===== src/rtl/inv_mixcolumns_serial.sv =====
// Byte-serial AES InvMixColumns: LANES output bytes per cycle over 16/LANES cycles.
// Define MIXCOL_FWD_EN to add a fwd port that selects forward MixColumns per operation.
module inv_mixcolumns_serial #(
  parameter int LANES = 1
) (
  input  logic         clk,
  input  logic         rst_n,
  input  logic         in_valid,
  output logic         in_ready,
  input  logic [127:0] state_in,
`ifdef MIXCOL_FWD_EN
  input  logic         fwd,
`endif
  output logic         out_valid,
  input  logic         out_ready,
  output logic [127:0] state_out,
  output logic         busy
);

  if (LANES != 1 && LANES != 2 && LANES != 4) begin : g_lanes_check
    $error("inv_mixcolumns_serial: LANES must be 1, 2 or 4");
  end

  localparam int         NCYC = 16 / ((LANES > 0) ? LANES : 1);
  localparam logic [3:0] LAST = 4'(NCYC - 1);

  typedef enum logic [1:0] {IDLE, CALC, DONE} state_t;

  state_t       state;
  logic [127:0] in_reg;
  logic [3:0]   cnt;
  logic         mode;
  logic [127:0] calc_out;

  function automatic logic [7:0] xtime(input logic [7:0] x);
    return {x[6:0], 1'b0} ^ (x[7] ? 8'h1b : 8'h00);
  endfunction

  // Constant coefficient c (<= 0x0f) times x, built from the x2/x4/x8 chain.
  function automatic logic [7:0] gmul(input logic [7:0] x, input logic [3:0] c);
    logic [7:0] x2, x4, x8;
    x2 = xtime(x);
    x4 = xtime(x2);
    x8 = xtime(x4);
    return (c[0] ? x : 8'h00) ^ (c[1] ? x2 : 8'h00) ^
           (c[2] ? x4 : 8'h00) ^ (c[3] ? x8 : 8'h00);
  endfunction

  function automatic logic [7:0] byte_of(input logic [127:0] s, input logic [3:0] k);
    return 8'(s >> {4'd15 - k, 3'b000});
  endfunction

  // Computes output byte k and returns it already placed in its 128-bit slot.
  function automatic logic [127:0] mix_lane(input logic [127:0] s, input logic [3:0] k,
                                            input logic f);
    logic [1:0] r;
    logic [7:0] a0, a1, a2, a3, b;
    r  = k[1:0];
    a0 = byte_of(s, {k[3:2], r});
    a1 = byte_of(s, {k[3:2], r + 2'd1});
    a2 = byte_of(s, {k[3:2], r + 2'd2});
    a3 = byte_of(s, {k[3:2], r + 2'd3});
    if (f)
      b = gmul(a0, 4'h2) ^ gmul(a1, 4'h3) ^ a2 ^ a3;
    else
      b = gmul(a0, 4'he) ^ gmul(a1, 4'hb) ^ gmul(a2, 4'hd) ^ gmul(a3, 4'h9);
    return 128'(b) << {4'd15 - k, 3'b000};
  endfunction

`ifdef MIXCOL_FWD_EN
  logic fwd_q;
  assign mode = fwd_q;
`else
  assign mode = 1'b0;
`endif

  // Bytes not yet written are still zero, so new lanes can simply be OR-ed in.
  always_comb begin
    calc_out = state_out;
    for (int unsigned l = 0; l < LANES; l++) begin
      calc_out = calc_out | mix_lane(in_reg, 4'(int'(cnt) * LANES + int'(l)), mode);
    end
  end

  always_ff @(posedge clk or negedge rst_n) begin
    if (!rst_n) begin
      state     <= IDLE;
      in_ready  <= 1'b1;
      out_valid <= 1'b0;
      busy      <= 1'b0;
      state_out <= '0;
      in_reg    <= '0;
      cnt       <= '0;
`ifdef MIXCOL_FWD_EN
      fwd_q     <= 1'b0;
`endif
    end else begin
      case (state)
        IDLE: begin
          if (in_valid) begin
            in_reg    <= state_in;
            state_out <= '0;
            cnt       <= '0;
            in_ready  <= 1'b0;
            busy      <= 1'b1;
            state     <= CALC;
`ifdef MIXCOL_FWD_EN
            fwd_q     <= fwd;
`endif
          end
        end
        CALC: begin
          state_out <= calc_out;
          cnt       <= cnt + 4'd1;
          if (cnt == LAST) begin
            out_valid <= 1'b1;
            state     <= DONE;
          end
        end
        DONE: begin
          if (out_ready) begin
            out_valid <= 1'b0;
            in_ready  <= 1'b1;
            busy      <= 1'b0;
            state     <= IDLE;
          end
        end
        default: begin
          out_valid <= 1'b0;
          in_ready  <= 1'b1;
          busy      <= 1'b0;
          state     <= IDLE;
        end
      endcase
    end
  end

endmodule


===== config.mk =====
export PLATFORM = sky130hd
export DESIGN_NAME = inv_mixcolumns_serial
export DESIGN_NICKNAME = d
export VERILOG_FILES = /design/src/rtl/inv_mixcolumns_serial.sv
export SDC_FILE = /design/constraint.sdc
export NUM_CORES = 1
export LEC_CHECK = 0
export BUFFER_PORTS_ARGS = -buffer_cell sky130_fd_sc_hd__clkbuf_2
export CAP_MARGIN = 15
export CORE_ASPECT_RATIO = 1.25
export CORE_MARGIN = 2
export CORE_UTILIZATION = 60
export CTS_BUF_LIST = sky130_fd_sc_hd__clkbuf_4
export DETAILED_ROUTE_END_ITERATION = 8
export GPL_TIMING_DRIVEN = 0
export PLACE_DENSITY_LB_ADDON = 0.25
export REMOVE_ABC_BUFFERS = 1
export SYNTH_ARGS = -nofsm -noshare
export SYNTH_HDL_FRONTEND = slang
export SYNTH_SLANG_ARGS = --single-unit

===== constraint.sdc =====
create_clock -name clk -period 10.06 [get_ports clk]
set_input_delay 1.006 -clock clk [delete_from_list [all_inputs] [get_ports clk]]
set_output_delay 1.006 -clock clk [all_outputs]
set_load 0.03 [all_outputs]

==> flow_summary.ini <==
[global_route]
grt_max_degree = 97
grt_pass1_vias = 11024
grt_pass1_wl_mm = 57.2
antenna_found_initial = 1
met1_usage_pct = 38.1
met3_usage_pct = 5.11
track_usage_pct = 28.8
grt-ovfl-total = 0
top_usage_layer = met2
use_met2_pct = 48.1

[layout]
finalNonFillerCells = 1927
utilization_pct = 70.6
nNetsFinal = 1722
drive_gt1_share_pct = 31.5
syn_to_final_growth_pct = 16.0

[placed_design]
place_inst = 1817
gp_congestion = 0.860
hpwl_mm = 24.6
io_buffers = 262
post-place-ws_ps = 4440

[critical_path]
startpoint_type = flip-flop
crit_required_ps = 10620
critPathTopFamily = XOR/XNOR gates
r2r_slack_ps = 4540
crit_chain = buf_16 -> ha_4 -> buf_12 -> mux4_2 -> mux2i_1 -> mux2i_1 -> xnor2_2 -> xnor3_1 -> xnor2_1 -> xnor2_2 -> o21ai_0
cp_num_cells = 11
critical_path.endpoint_type = flip-flop
crit_fanout = 63
r2r_cells = 11
path_class = flip-flop to flip-flop
worstSetupStartpoint = cnt[0]
arrival_ps = 6070
cp.buffers_inverters = 2
reg2reg_from = cnt[0]
critical_path.max_stage_delay_ps = 970
reg2reg_to = state_out[61]
setup.worst_path.end = state_out[61]
slowest_stage = dfrtp_4

[floorplanning]
coreArea_um2 = 23600
die_width_um = 143
die_height_um = 177
start_util_pct = 60.8
rows = 63
dieArea_um2 = 25200
ios = 263

[route]
vias_per_cell = 5.84
drt_pre_antenna_iters = 6
drc = 0
antenna_left = 0
dr.first_iter.drc_count = 754
wl_per_cell_um = 18.5
routed_wl_mm = 35.7
vias = 11258

[clock_network]
ctsResizeCount = 0
ctsRootBufferMaster = clkbuf_4
cts_setup_buffers = 0
cts_sinks = 265
cts.htree.levels = 2
clkTransAtPathRegs_ps = 70
clk_latency_ps = 730
clock_path_buffers = 3
cts_buffers = 61
hold_buffers = 0
cts_tree = built

[synthesis]
netlist.area_leader.share_pct = 45.9
synth_cell_types = 46
yosysSeqAreaShare_pct = 46.1
synth.area.top_cells = dfrtp_1 46%, mux4_2 18%, nand2_1 14%
yosys_warnings = 0
ys.flop_type = dfrtp_1
synth_edf_count = 0
syn_area_um2 = 14400
synthCells = 1344
ys_seq_elements = 265
synth.avg_cell_area_um2 = 10.7
synth_largest_area_cell = dfrtp_1
async_flop_share_pct = 100

[run_status]
status = completed

[sta]
hold_slack_ps = 298
setup_viol = 0
clock_skew_ps = 39.1
max_freq_mhz = 181
setup_ws_ps = 4540
rsz0062_at_grt = false
hold_viol_final = 0
post-route-period-util_pct = 54.8
worst_pin_slew_ps = 1120
maxSlewHeadroom_pct = 25.5
fin_crit_ps = 5520
slew_viol_final = 0

[run]
cap_violations = 0

[hold_path]
hold_class = primary input to asynchronous set/reset pin
==> worst reg2reg max path, delay by kind of cell, from the launching register on <==
kind / cells / cell delay, ps
XOR/XNOR: 4 / 1690
multiplexers: 3 / 1240
flip-flops: 1 / 970
buffers and inverters: 2 / 710
adder cells (fa/ha/maj): 1 / 510
AO/OA/AOI/OAI: 1 / 240
==> metal layers <==
layer | share of wire [%] | vias up | wire, um
li1 | - | 5183 | -
met1 | 40 | 5536 | 14200
met2 | 50 | 449 | 18000
met3 | 6.7 | 90 | 2400
met4 | 3.1 | 0 | 1110
met5 | 0 | - | 0
==> layout make-up <==
| class | instances | area, um2 |
|---|---|---|
| clock buffer | 91 | 683 |
| clock inverter | 17 | 75.1 |
| antenna | 1 | 2.50 |
| multi-input combinational | 981 | 7270 |
| fill | 1776 | 6960 |
| timing repair buffer | 276 | 1640 |
| inverter | 4 | 15.0 |
| tap | 292 | 365 |
| sequential | 265 | 6640 |
==> Yosys cell counts (2+ instances only) <==
cell type and instances:
o21ai_0 118, buf_2 17, nand3_1 7, xnor2_2 4
nor3_1 2, nand4_1 2, buf_1 13, clkbuf_2 2
a22o_1 4, nand2_1 542, xnor3_1 8, buf_4 12
mux4_2 112, o21ai_2 10, o22a_1 2, mux2i_1 43
xor2_1 17, xnor2_1 42, o21ai_1 7, inv_1 2
a221oi_1 2, dfrtp_1 264, mux4_1 10, nor2b_1 8
a22oi_1 14, buf_6 13, clkbuf_1 36, nand2b_1 3
a31oi_1 3, nor2_1 9
==> how the worst min path moves through the flow <==
stage,start,endpoint,slack (ps),cells past startpoint
2_1_floorplan,in_reg[14],in_reg[14],470,2
3_3_place_gp,state_out[102],state_out[102],460,2
3_5_place_dp,state_out[84],state_out[84],470,2
4_1_cts,rst_n,state_out[45],290,1
5_1_grt,rst_n,state_out[41],320,1
6_report,rst_n,state_out[45],300,1
==> placed cells by master, fill, tap and decap left out, drive strengths merged, types with 2 or more instances in the layout <==
cell type    n
mux2i       44
clkinv      17
xor2        17
a221oi       3
a22oi       15
nand2b       3
buf         14
nand2      542
a22o         4
clkbuf     353
xnor3        9
nor3         2
o21ai      135
nor2b        8
o22a         2
mux4       122
nand4        2
nand3        7
a31oi        3
inv          4
nor2         9
dfrtp      264
xnor2       46
==> cells by family after synthesis <==
logic type | synth area share (%)
compound gates | 6.63
xor+xnor | 5.46
buf+inv | 3.79
simple gates | 15.4
mux | 22.5
fa+ha+maj | 0.0870
flops | 46.1
==> metrics by stage <==
stage | instance area, um2 | setup TNS, ps
6_report | 16700 | 0
5_1_grt | 16700 | 0
4_1_cts | 16700 | 0
3_5_place_dp | 15900 | 0
3_3_place_gp | 15500 | -51930
2_1_floorplan | 13900 | 0
Power is not shown: default switching activity piles up to over one toggle a cycle in this logic, so the estimate is an artifact.
